`config.mk`:
```
export PLATFORM = sky130hd
export DESIGN_NAME = max_pool
export DESIGN_NICKNAME = d
export VERILOG_FILES = /design/src/rtl/max_pool_pkg.sv /design/src/rtl/max_pool_max4_reg.sv /design/src/rtl/max_pool.sv
export SDC_FILE = /design/constraint.sdc
export NUM_CORES = 1
export LEC_CHECK = 0
export ABC_AREA = 1
export BUFFER_PORTS_ARGS = -buffer_cell sky130_fd_sc_hd__buf_2
export CAP_MARGIN = 10
export CORE_MARGIN = 2
export CORE_UTILIZATION = 35
export DETAILED_ROUTE_END_ITERATION = 10
export GPL_TIMING_DRIVEN = 0
export PLACE_DENSITY = 0.63
export SLEW_MARGIN = 20
export SYNTH_ARGS = -nofsm -noshare
export SYNTH_HDL_FRONTEND = slang
export SYNTH_SLANG_ARGS = --single-unit
```
`constraint.sdc`:
```
create_clock -name clk -period 8.35 [get_ports clk]
set_clock_uncertainty 0.15 [all_clocks]
set_input_delay 0.4175 -clock clk [delete_from_list [all_inputs] [get_ports clk]]
set_output_delay 0.4175 -clock clk [all_outputs]
set_load 0.01 [all_outputs]
```
`src/rtl/max_pool_pkg.sv`:
```
// Shared types and arithmetic helpers for the pooling datapath.
package max_pool_pkg;

  typedef enum logic [2:0] {
    IDLE,
    RD_L,
    RD_R,
    CMP,
    DONE
  } pool_state_t;

  // Signed maximum of two bytes.
  function automatic logic signed [7:0] smax8(input logic signed [7:0] a,
                                              input logic signed [7:0] b);
    return (a > b) ? a : b;
  endfunction

  // Add bias at 9 bits, clamp to the signed byte range, then rectify.
  function automatic logic signed [7:0] sat_add_relu(input logic signed [7:0] v,
                                                     input logic signed [7:0] b);
    logic signed [8:0] s;
    logic signed [7:0] sat;
    s = $signed({v[7], v}) + $signed({b[7], b});
    if (s > 9'sd127) begin
      sat = 8'sd127;
    end else if (s < -9'sd128) begin
      sat = -8'sd128;
    end else begin
      sat = s[7:0];
    end
    return (sat < 0) ? 8'sd0 : sat;
  endfunction

endpackage

```
`src/rtl/max_pool_max4_reg.sv`:
```
// Two-stage signed 4-input max: the left column pair is registered on
// i_load, the right column pair is folded in combinationally afterwards.
module max4_reg (
  input  logic              clk,
  input  logic              rst,
  input  logic              i_load,
  input  logic signed [7:0] i_a,
  input  logic signed [7:0] i_b,
  output logic signed [7:0] o_max
);
  import max_pool_pkg::*;

  logic signed [7:0] r_ml;
  logic signed [7:0] w_pair;

  assign w_pair = smax8(i_a, i_b);
  assign o_max  = smax8(r_ml, w_pair);

  // Capture the max of the left column while it is on the read bus.
  always_ff @(posedge clk) begin
    if (rst) begin
      r_ml <= '0;
    end else if (i_load) begin
      r_ml <= w_pair;
    end
  end

endmodule

```
`src/rtl/max_pool.sv`:
```
// 2x2 max pooling over a stored feature map with bias add, saturation
// and ReLU; one pooled value written every three cycles.
module max_pool #(
  parameter int H              = 26,
  parameter int W              = 26,
  parameter int LOAD_ADDR_LEN  = 9,
  parameter int STORE_ADDR_LEN = 7
) (
  input  logic                      clk,
  input  logic                      rst,
  input  logic                      pool,
  output logic                      pool_done,
  input  logic signed [7:0]         bias,
  output logic [LOAD_ADDR_LEN:0]    rd_addr1,
  output logic [LOAD_ADDR_LEN:0]    rd_addr2,
  input  logic signed [7:0]         rd_data1,
  input  logic signed [7:0]         rd_data2,
  output logic                      wr_en,
  output logic [STORE_ADDR_LEN:0]   wr_addr,
  output logic signed [7:0]         wr_data
);
  import max_pool_pkg::*;

  localparam int PH = H / 2;
  localparam int PW = W / 2;
  localparam int LA = LOAD_ADDR_LEN + 1;
  localparam int SA = STORE_ADDR_LEN + 1;
  localparam int CW = 16;

  pool_state_t r_state;
  pool_state_t w_next;

  logic [CW-1:0]           r_pr;
  logic [CW-1:0]           r_pc;
  logic                    w_last_col;
  logic                    w_last;
  logic [LA-1:0]           w_top;
  logic [LA-1:0]           w_bot;
  logic [SA-1:0]           w_waddr;
  logic signed [7:0]       w_max;
  logic signed [7:0]       w_result;
  logic [SA-1:0]           r_wr_addr;
  logic signed [7:0]       r_wr_data;

  assign w_last_col = (r_pc == CW'(PW - 1));
  assign w_last     = w_last_col && (r_pr == CW'(PH - 1));
  assign w_top      = LA'(2 * int'(r_pr) * W + 2 * int'(r_pc));
  assign w_bot      = w_top + LA'(W);
  assign w_waddr    = SA'(int'(r_pr) * PW + int'(r_pc));
  assign w_result   = sat_add_relu(w_max, bias);

  max4_reg u_max4 (
    .clk    (clk),
    .rst    (rst),
    .i_load (r_state == RD_R),
    .i_a    (rd_data1),
    .i_b    (rd_data2),
    .o_max  (w_max)
  );

  // State register.
  always_ff @(posedge clk) begin
    if (rst) begin
      r_state <= IDLE;
    end else begin
      r_state <= w_next;
    end
  end

  // Next-state logic; pool is only looked at in IDLE and DONE.
  always_comb begin
    w_next = r_state;
    case (r_state)
      IDLE:    if (pool) w_next = RD_L;
      RD_L:    w_next = RD_R;
      RD_R:    w_next = CMP;
      CMP:     w_next = w_last ? DONE : RD_L;
      DONE:    if (!pool) w_next = IDLE;
      default: w_next = IDLE;
    endcase
  end

  // State-decoded outputs; write port shows the hold registers outside CMP.
  always_comb begin
    rd_addr1  = '0;
    rd_addr2  = '0;
    wr_en     = 1'b0;
    wr_addr   = r_wr_addr;
    wr_data   = r_wr_data;
    pool_done = 1'b0;
    case (r_state)
      RD_L: begin
        rd_addr1 = w_top;
        rd_addr2 = w_bot;
      end
      RD_R: begin
        rd_addr1 = w_top + LA'(1);
        rd_addr2 = w_bot + LA'(1);
      end
      CMP: begin
        wr_en   = 1'b1;
        wr_addr = w_waddr;
        wr_data = w_result;
      end
      DONE:    pool_done = 1'b1;
      default: ;
    endcase
  end

  // Row-major window counters, wrapping to (0,0) after the last window.
  always_ff @(posedge clk) begin
    if (rst) begin
      r_pr <= '0;
      r_pc <= '0;
    end else if (r_state == CMP) begin
      if (w_last_col) begin
        r_pc <= '0;
        r_pr <= w_last ? '0 : r_pr + CW'(1);
      end else begin
        r_pc <= r_pc + CW'(1);
      end
    end
  end

  // Remember the last write so the port holds it between strobes.
  always_ff @(posedge clk) begin
    if (rst) begin
      r_wr_addr <= '0;
      r_wr_data <= '0;
    end else if (r_state == CMP) begin
      r_wr_addr <= w_waddr;
      r_wr_data <= w_result;
    end
  end

endmodule

```
Yosys cells after proc, flatten, opt, wreduce, memory -nomap -nowiden

Cells that the tools add are included.

Output and inout bits: 38
Word-level logic and storage cells: 50
Flip-flop bits (word level): 59
Bits of input ports: 27

$mul: 2
Reduce and logical (&&, ||, !) cells: 4
Equality and inequality tests: 8
Add/subtract/negate cells: 8
Order comparisons: 5
Multiplexer cells: 17

Operators with widths:

| cell                                                | count |
|---|---|
| two-way mux 8 bit                                   | 7 |
| case mux 10 bit (2 select lines)                    | 2 |
| adder 16 x 1 -> 16 bit (second input constant)      | 2 |
| == test 16 x 4 -> 1 bit (second input constant)     | 2 |
| multiplier 16 x 4 -> 8 bit (second input constant)  | 2 |
| two-way mux 16 bit                                  | 2 |
| adder 10 x 1 -> 10 bit (second input constant)      | 2 |
| > comparator 8 bit                                  | 2 |
| case mux 3 bit (5 select lines)                     | 1 |
| adder 10 bit                                        | 1 |
| adder 10 x 5 -> 10 bit (second input constant)      | 1 |
| adder 8 x 8 -> 9 bit                                | 1 |
| > comparator 9 x 8 -> 1 bit (second input constant) | 1 |
| < comparator 9 x 8 -> 1 bit (second input constant) | 1 |
| two-way mux 3 bit                                   | 3 |
| adder 8 bit                                         | 1 |
| < comparator 8 x 1 -> 1 bit (second input constant) | 1 |
| == test 3 x 2 -> 1 bit (second input constant)      | 2 |
| != test 2 bit (second input constant)               | 2 |
| AND reduction 2 bit                                 | 2 |
| == test 3 x 1 -> 1 bit (second input constant)      | 1 |
| == test 3 bit (second input constant)               | 1 |
| logical NOT 3 bit                                   | 1 |
| two-way mux 1 bit                                   | 2 |
| logical AND 1 bit                                   | 1 |

Depth between registers and ports, before layout

Gate-level depths: netlist of run 1.

Depth in word-level cells: 11
Depth in mapped cells: 38
Mapped depth without buffers: 37

Hierarchy

Synthesis of run 1 repeated with hierarchy kept, for this count alone.

Cell total of the unflattened synthesis: 841
Area, all modules: 5467.7 µm²

Modules (own cells, without submodules):

| module   | sequential area each (µm²) | times used | area each (µm²) | cells each |
|---|---|---|---|---|
| max_pool | 1021.0                     | 1          | 4361.7          | 649 |
| max4_reg | 160.2                      | 1          | 1106.1          | 192 |

Least setup slack after synthesis of run 1

OpenSTA, ideal clock, no wires.

Path kind: input to output
Start: input rd_data2[7]
End: output wr_data[0]
Required time: 7.783 ns
Stages: 29
Setup slack: 2.960 ns
Arrival: 4.822 ns
Buffers on the path: 1
Cell sequence: inv_1 -> ha_1 -> a21o_1 -> nor2_2 -> nand3_2 -> nand3_4 -> clkbuf_1 -> nand2_1 -> o21ai_0 -> inv_1 -> ha_1 -> a21o_1 -> a31oi_1 -> nand3_4 -> nand3_4 -> nand2_1 -> nand2_1 -> ha_1 -> inv_1 -> fa_1 -> o21ai_1 -> a21oi_1 -> o21bai_1 -> nand2_1 -> a22oi_1 -> inv_1 -> nor2_2 -> o21ai_0 -> nand2_1

Longest elaborated chain between the ends: 11
Elaborated cells between the ends (all ways): 12
Classes of those cells: add/sub (1); order compare (5); mux (6)

Ends and longest elaborated chain:

| element                     | line               | RTL |
|---|---|---|
| from (decl)                 | max_pool.sv:17     | `input logic signed [7:0] rd_data2,` |
| > comparator 8 bit          | max_pool_pkg.sv:15 | `return (a > b) ? a : b;` |
| two-way mux 8 bit *         | max_pool_pkg.sv:15 |  |
| > comparator 8 bit          | max_pool_pkg.sv:15 |  |
| two-way mux 8 bit *         | max_pool_pkg.sv:15 |  |
| adder 8 x 8 -> 9 bit *      | max_pool_pkg.sv:23 | `s = $signed({v[7], v}) + $signed({b[7], b});` |
| < comparator 9 x 8 -> 1 bit | max_pool_pkg.sv:26 | `end else if (s < -9'sd128) begin` |
| two-way mux 8 bit           | max_pool_pkg.sv:26 |  |
| two-way mux 8 bit *         | max_pool_pkg.sv:24 | `if (s > 9'sd127) begin` |
| < comparator 8 x 1 -> 1 bit | max_pool_pkg.sv:31 | `return (sat < 0) ? 8'sd0 : sat;` |
| two-way mux 8 bit *         | max_pool_pkg.sv:31 |  |
| two-way mux 8 bit *         | max_pool.sv:91     | `case (r_state)` |
| to (decl)                   | max_pool.sv:20     | `output logic signed [7:0] wr_data` |

Mark *: on every way between the ends. The rest lies on a longest branch, timed or not.

Worst setup path in the final report of run 1

Start: input rd_data1[7]
End: output wr_data[1]

Longest elaborated chain between the ends: 11
Elaborated cells between the ends (all ways): 12
Classes of those cells: add/sub (1); order compare (5); mux (6)

Ends and longest elaborated chain:

| element                     | line               | RTL |
|---|---|---|
| from (decl)                 | max_pool.sv:16     | `input logic signed [7:0] rd_data1,` |
| > comparator 8 bit          | max_pool_pkg.sv:15 |  |
| two-way mux 8 bit *         | max_pool_pkg.sv:15 |  |
| > comparator 8 bit          | max_pool_pkg.sv:15 |  |
| two-way mux 8 bit *         | max_pool_pkg.sv:15 |  |
| adder 8 x 8 -> 9 bit *      | max_pool_pkg.sv:23 |  |
| < comparator 9 x 8 -> 1 bit | max_pool_pkg.sv:26 |  |
| two-way mux 8 bit           | max_pool_pkg.sv:26 |  |
| two-way mux 8 bit *         | max_pool_pkg.sv:24 |  |
| < comparator 8 x 1 -> 1 bit | max_pool_pkg.sv:31 |  |
| two-way mux 8 bit *         | max_pool_pkg.sv:31 |  |
| two-way mux 8 bit *         | max_pool.sv:91     |  |

Marked as above.

==> flow_metrics.tcl, run 1 <==
set metrics [dict create \
    critPathMaxStageDelay_ps 390 \
    ys_ff_latch 59 \
    swShare_pct 31.3 \
    seq_power_share_pct 29.7 \
    synth_top_cell_area_share_pct 24.0 \
    rsz0062_at_grt "no" \
    grt.overflow.total 0 \
    clock_latency_ps 340 \
    cts_hold_buf 0 \
    clockRootBuffer "clkbuf_16" \
    cts_resized 0 \
    yosysUniqueCellTypes 36 \
    power_density_mw_per_mm2 172 \
    synth_common_cells "nand2_1 (134), inv_1 (123), nor2_1 (72), dfxtp_1 (59)" \
    synth_cells 715 \
    max_slew_margin_pct 53.7 \
    regArea_mm2 0.00118 \
    setup_viol 0 \
    cts_buffers 9 \
    dp_hpwl_mm 9.25 \
    areaGrowthSynthToFinish_pct 18.2 \
    yosys_warnings 0 \
    drive_above_1_share_pct 13.3 \
    fp.coreArea_mm2 0.0138 \
    post-cts-setup-buffers 0 \
    critPathSlowestCell "fa_1" \
    vias_per_cell 4.69 \
    comb_power_share_pct 26.3 \
    layout_setup_ws_ps 2020 \
    synth_top_flop_cell "dfxtp_1" \
    worstPathArrival_ps 5760 \
    power_leakage_nw 3.01 \
    place_ws_ps 2060 \
    grt_pass1_vias 4277 \
    vias 4575 \
    synth-edff-count 0 \
    max-vdd-ir-drop_mv 0.106 \
    grt_max_degree 12 \
    fin_setup_tns_ps 0 \
    firstDrtPassIters 4 \
    fin_crit_ps 6330 \
    grt_pass1_wl_mm 19.4 \
    synthTopCellsByArea "dfxtp_1 (24%), ha_1 (14%), nand2_1 (10%), inv_1 (9.4%), a21oi_1 (5.6%)" \
    num-fill-cells 1462 \
    cap_violations 0 \
    power.share.clock_pct 44.0 \
    htreeDepth 3 \
    syn_avg_cell_area_um2 6.89 \
    ys_async_sr_fraction_pct 0 \
    path_class "in -> out" \
    dieArea_mm2 0.0150 \
    cts_sinks 59 \
    multi_input_area_mm2 0.00322 \
    crit_top_cell "nand2_1" \
    clk_path_buf_depth 2 \
    nets 883 \
    syn-cell-area_mm2 0.00493 \
    seq_area_frac_synth_pct 24.0 \
    drt_iter0_drc 228 \
    period_share_pct 75.8 \
    startpoint_type "primary input" \
    initial_core_util_pct 35.6 \
    status "completed" \
    drc 0 \
    antenna_found_initial 0 \
    antenna_cells 0 \
    wire_per_inst_um 11.8 \
    finalMaxSlewViolations 0 \
    rows 43 \
    die_h_um 123 \
    yosysTopAreaCell "dfxtp_1" \
    wl_mm 11.5 \
    place.gp.congestion 0.841 \
    grtUsageMet3_pct 3.35 \
    track_usage_pct 16.3 \
    cts_tree "yes" \
    hp-class "in -> reg" \
    use_met1_pct 22.0 \
    clk_pin_slew_worst_paths_ps 60 \
    worstSetupEndpointType "output pin" \
    switching_power_mw 0.314 \
    num_io_pins 65 \
    final_hold_viol_count 0 \
    max_freq_mhz 158 \
    r2r_setup_slack_ps 4290 \
    global_route.peak_usage_layer "met2" \
    finalPower_mw 1.00 \
    antenna_left 0 \
    io_buffers 64 \
    die_x_um 123 \
    tightest_slew_ps 689 \
    synth_most_common_cell "nand2_1" \
    syn-num-nets 808 \
    crit_path_max_fanout 10 \
    met2_usage_pct 26.1 \
    p_int_mw 0.689 \
    critPathRequiredTime_ps 7780 \
]
[power by group through the flow]
| stage | Combinational, mW | Clock (mW) | Sequential [mW] |
|---|---|---|---|
| after floorplan | 0.199 | 0 | 0.302 |
| after global placement | 0.262 | 0 | 0.304 |
| after detailed placement | 0.263 | 0 | 0.304 |
| after CTS | 0.266 | 0.446 | 0.298 |
| after global routing | 0.305 | 0.460 | 0.299 |
| final | 0.264 | 0.441 | 0.298 |
[sequential cells by signal, summed over array words and instances, names as in the netlist]
name	cells
r_state	3
r_pr	16
u_max4.r_ml	8
r_pc	16
r_wr_addr	8
r_wr_data	8
[worst paths after layout]
path | end | cells after the start | from
max reg2reg | r_wr_data[1]$_SDFF_PP0_ | 21 | u_max4.r_ml[7]$_SDFFE_PP0N_
min | r_state[2]$_SDFFE_PP0P_ | 3 | pool
max | wr_data[1] | 30 | rd_data1[7]
min reg2reg | r_wr_data[7]$_SDFF_PP0_ | 2 | r_wr_data[7]$_SDFF_PP0_
[stage by stage]
step | utilization (%) | cell area, um^2 | cells | hold WS, ps
2_1_floorplan | - | 4930 | 715 | 275
3_3_place_gp | 39.6 | 5470 | 959 | 289
3_5_place_dp | 39.6 | 5470 | 959 | 292
4_1_cts | 42.1 | 5820 | 975 | 191
5_1_grt | 42.1 | 5820 | 975 | 230
6_report | 42.1 | 5820 | 975 | 201
[critical path: cells and delay by family]
| kind | cells | cell delay, ps |
|---|---|---|
| AO/OA/AOI/OAI | 9 | 2000 |
| buffers and inverters | 6 | 720 |
| AND/OR/NAND/NOR | 11 | 1360 |
| adder cells (fa/ha/maj) | 4 | 1230 |
[final cells by class]
class                   count  area share (%)
repair buffers             64            5.50
plain buffers              15            1.03
multi-input cells         518            55.4
clock inverters             6            1.93
clock buffers              10            4.10
well taps                 180            3.87
flip-flops and latches     59            20.3
inverters                 123            7.93
[cells by family after synthesis]
family          synth area share [%]
xor+xnor                        5.69
compound gates                  13.1
fa+ha+maj                       18.4
buf+inv                         10.6
simple gates                    28.2
flops                           24.0
[per-layer routing]
layer | up-vias | routed length (um)
met2 | 78 | 5130
met3 | 14 | 522
met4 | 0 | 169
li1 | 2478 | -
met1 | 2005 | 5720
met5 | - | 0
[cell usage in the layout (no fill, tap or decap), drive strengths merged]
cell and n:
dfxtp 59, o211ai 8, ha 55, a211oi 1
nor4 5, nand4 26, inv 123, fa 11
o22ai 1, or2 2, nand2 145, a22oi 2
a21oi 55, nor3b 3, o21a 2, a31oi 3
o21bai 3, nand3 20, o21ai 39, clkbuf 24
buf 65, o311ai 1, clkinvlp 3, a21o 3
bufinv 3, nor2 77, xnor2 15, xor2 17
nor3 22, and3 2
No activity file was read; power rests on OpenSTA's default activity.
==> inputs of run 2 (changes only) <==
Settings changed: PLACE_DENSITY 0.63 to 0.65.
Clock period 8.35 ns to 5.67 ns, I/O delays scaled along.
==> flow_metrics.tcl, run 2 (synthesis gave the netlist of run 1 again) <==
set metrics [dict create \
    critPathSlowestCell "fa_2" \
    switching_power_mw 0.470 \
    setup_viol 0 \
    worstPathArrival_ps 4860 \
    startpoint_type "primary input" \
    grt_pass1_wl_mm 19.6 \
    firstDrtPassIters 4 \
    num_io_pins 65 \
    drive_above_1_share_pct 15.0 \
    max-vdd-ir-drop_mv 0.152 \
    grt.overflow.total 0 \
    antenna_cells 0 \
    cap_violations 0 \
    fin_util_pct 42.4 \
    num-fill-cells 1446 \
    cts_buffers 9 \
    io_buffers 64 \
    cts_sinks 59 \
    vias 4644 \
    antenna_found_initial 0 \
    initial_core_util_pct 35.6 \
    dp_hpwl_mm 9.29 \
    power.share.clock_pct 40.6 \
    grt_pass1_vias 4354 \
    final_hold_viol_count 0 \
    die_h_um 123 \
    path_class "in -> out" \
    finalPower_mw 1.45 \
    power_density_mw_per_mm2 246 \
    nets 888 \
    comb_power_share_pct 29.1 \
    cts_hold_buf 0 \
    critPathMaxStageDelay_ps 360 \
    tightest_slew_ps 669 \
    dieArea_mm2 0.0150 \
    drc 0 \
    antenna_left 0 \
    fp.coreArea_mm2 0.0138 \
    cts_tree "yes" \
    wire_per_inst_um 12.0 \
    power_leakage_nw 3.04 \
    crit_top_cell "nand2_1" \
    hp-class "in -> reg" \
    clk_path_buf_depth 2 \
    place_ws_ps -284 \
    track_usage_pct 16.3 \
    place.gp.congestion 0.815 \
    layout_common_cells "nand2_1 (134), inv_1 (123), nor2_1 (72)" \
    worstSetupEndpointType "output pin" \
    swShare_pct 32.5 \
    status "completed" \
    finalMaxSlewViolations 0 \
    crit_path_max_fanout 10 \
    max_freq_mhz 189 \
    htreeDepth 3 \
    layout_setup_ws_ps 381 \
    rows 43 \
    seq_power_share_pct 30.4 \
    drt_iter0_drc 230 \
    clk_pin_slew_worst_paths_ps 50 \
    areaGrowthSynthToFinish_pct 19.1 \
    clock_latency_ps 330 \
    critPathRequiredTime_ps 5240 \
    period_share_pct 93.3 \
    p_int_mw 0.976 \
    max_slew_margin_pct 55.4 \
    layout_commonest_cell "nand2_1" \
    reg_top3 "r_pc (16), r_pr (16)" \
    die_x_um 123 \
    wl_mm 11.7 \
    fin_crit_ps 5290 \
    clockRootBuffer "clkbuf_16" \
    vias_per_cell 4.74 \
    grt_max_degree 12 \
]
==> run 2: changes by cell type in the layout (fill, tap and decap cells not counted), moves of 2 or more <==
cell        change
clkinvlp_4      -3
o21ai_1         +4
clkinv_2        +3
o21ai_0         -7
o21ai_2         +3
buf_4           +6
clkinv_4        +2
==> run 2: final timing paths <==
path,startpoint,to,slack [ps],cells after the start
setup / recovery,rd_data2[7],wr_data[0],380,33
hold / removal,pool,r_state[2]$_SDFFE_PP0P_,90,3
setup reg to reg,u_max4.r_ml[7]$_SDFFE_PP0N_,r_wr_data[0]$_SDFF_PP0_,2110,21
hold reg to reg,r_wr_data[7]$_SDFF_PP0_,r_wr_data[7]$_SDFF_PP0_,290,2
==> run 2: timing repair <==
action / 4_1_cts / 5_1_grt
resized for setup: 4 / 16
pin swaps: 1 / 5
setup buffers: 1 / 4
setup endpoints to repair: 7 / 7
==> run 2: power groups by stage <==
stage          Combinational [mW]  Clock, mW  Sequential [mW]
2_1_floorplan               0.294          0            0.445
3_3_place_gp                0.384          0            0.448
3_5_place_dp                0.386          0            0.448
4_1_cts                     0.395      0.597            0.439
5_1_grt                     0.479      0.615            0.441
6_report                    0.420      0.587            0.439
==> run 2: cell type report <==
type / count / area (um^2) / area share [%]
clock buffer: 9 / 225 / 3.84
tap: 180 / 225 / 3.84
inverter: 123 / 462 / 7.87
clock inverter: 7 / 92.6 / 1.58
timing repair buffer: 69 / 358 / 6.10
buffer: 15 / 63.8 / 1.09
sequential: 59 / 1180 / 20.1
multi-input combinational: 518 / 3260 / 55.6
==> run 2: through the flow <==
step	hold slack, ps	instances	area [um^2]	TNS, ps
after CTS	81.1	976	5810	0
after global routing	94.0	980	5870	-170
after floorplan	275	715	4930	0
after detailed placement	288	959	5470	-1630
final	87.7	980	5870	0
after global placement	285	959	5470	-1660
==> run 2: critical path: cells and delay by family <==
family,cells,cell delay (ps)
compound gates,7,1060
fa+ha+maj,4,1170
buf+inv,7,770
simple gates,15,1570
==> run 2: metal layers <==
| layer | up-vias | wire length [um] | global-route usage [%] |
|---|---|---|---|
| met3 | 12 | 437 | 3.44 |
| li1 | 2487 | - | - |
| met5 | - | 0 | 0 |
| met2 | 83 | 5290 | 27.2 |
| met4 | 0 | 149 | 4.67 |
| met1 | 2062 | 5840 | 21.1 |
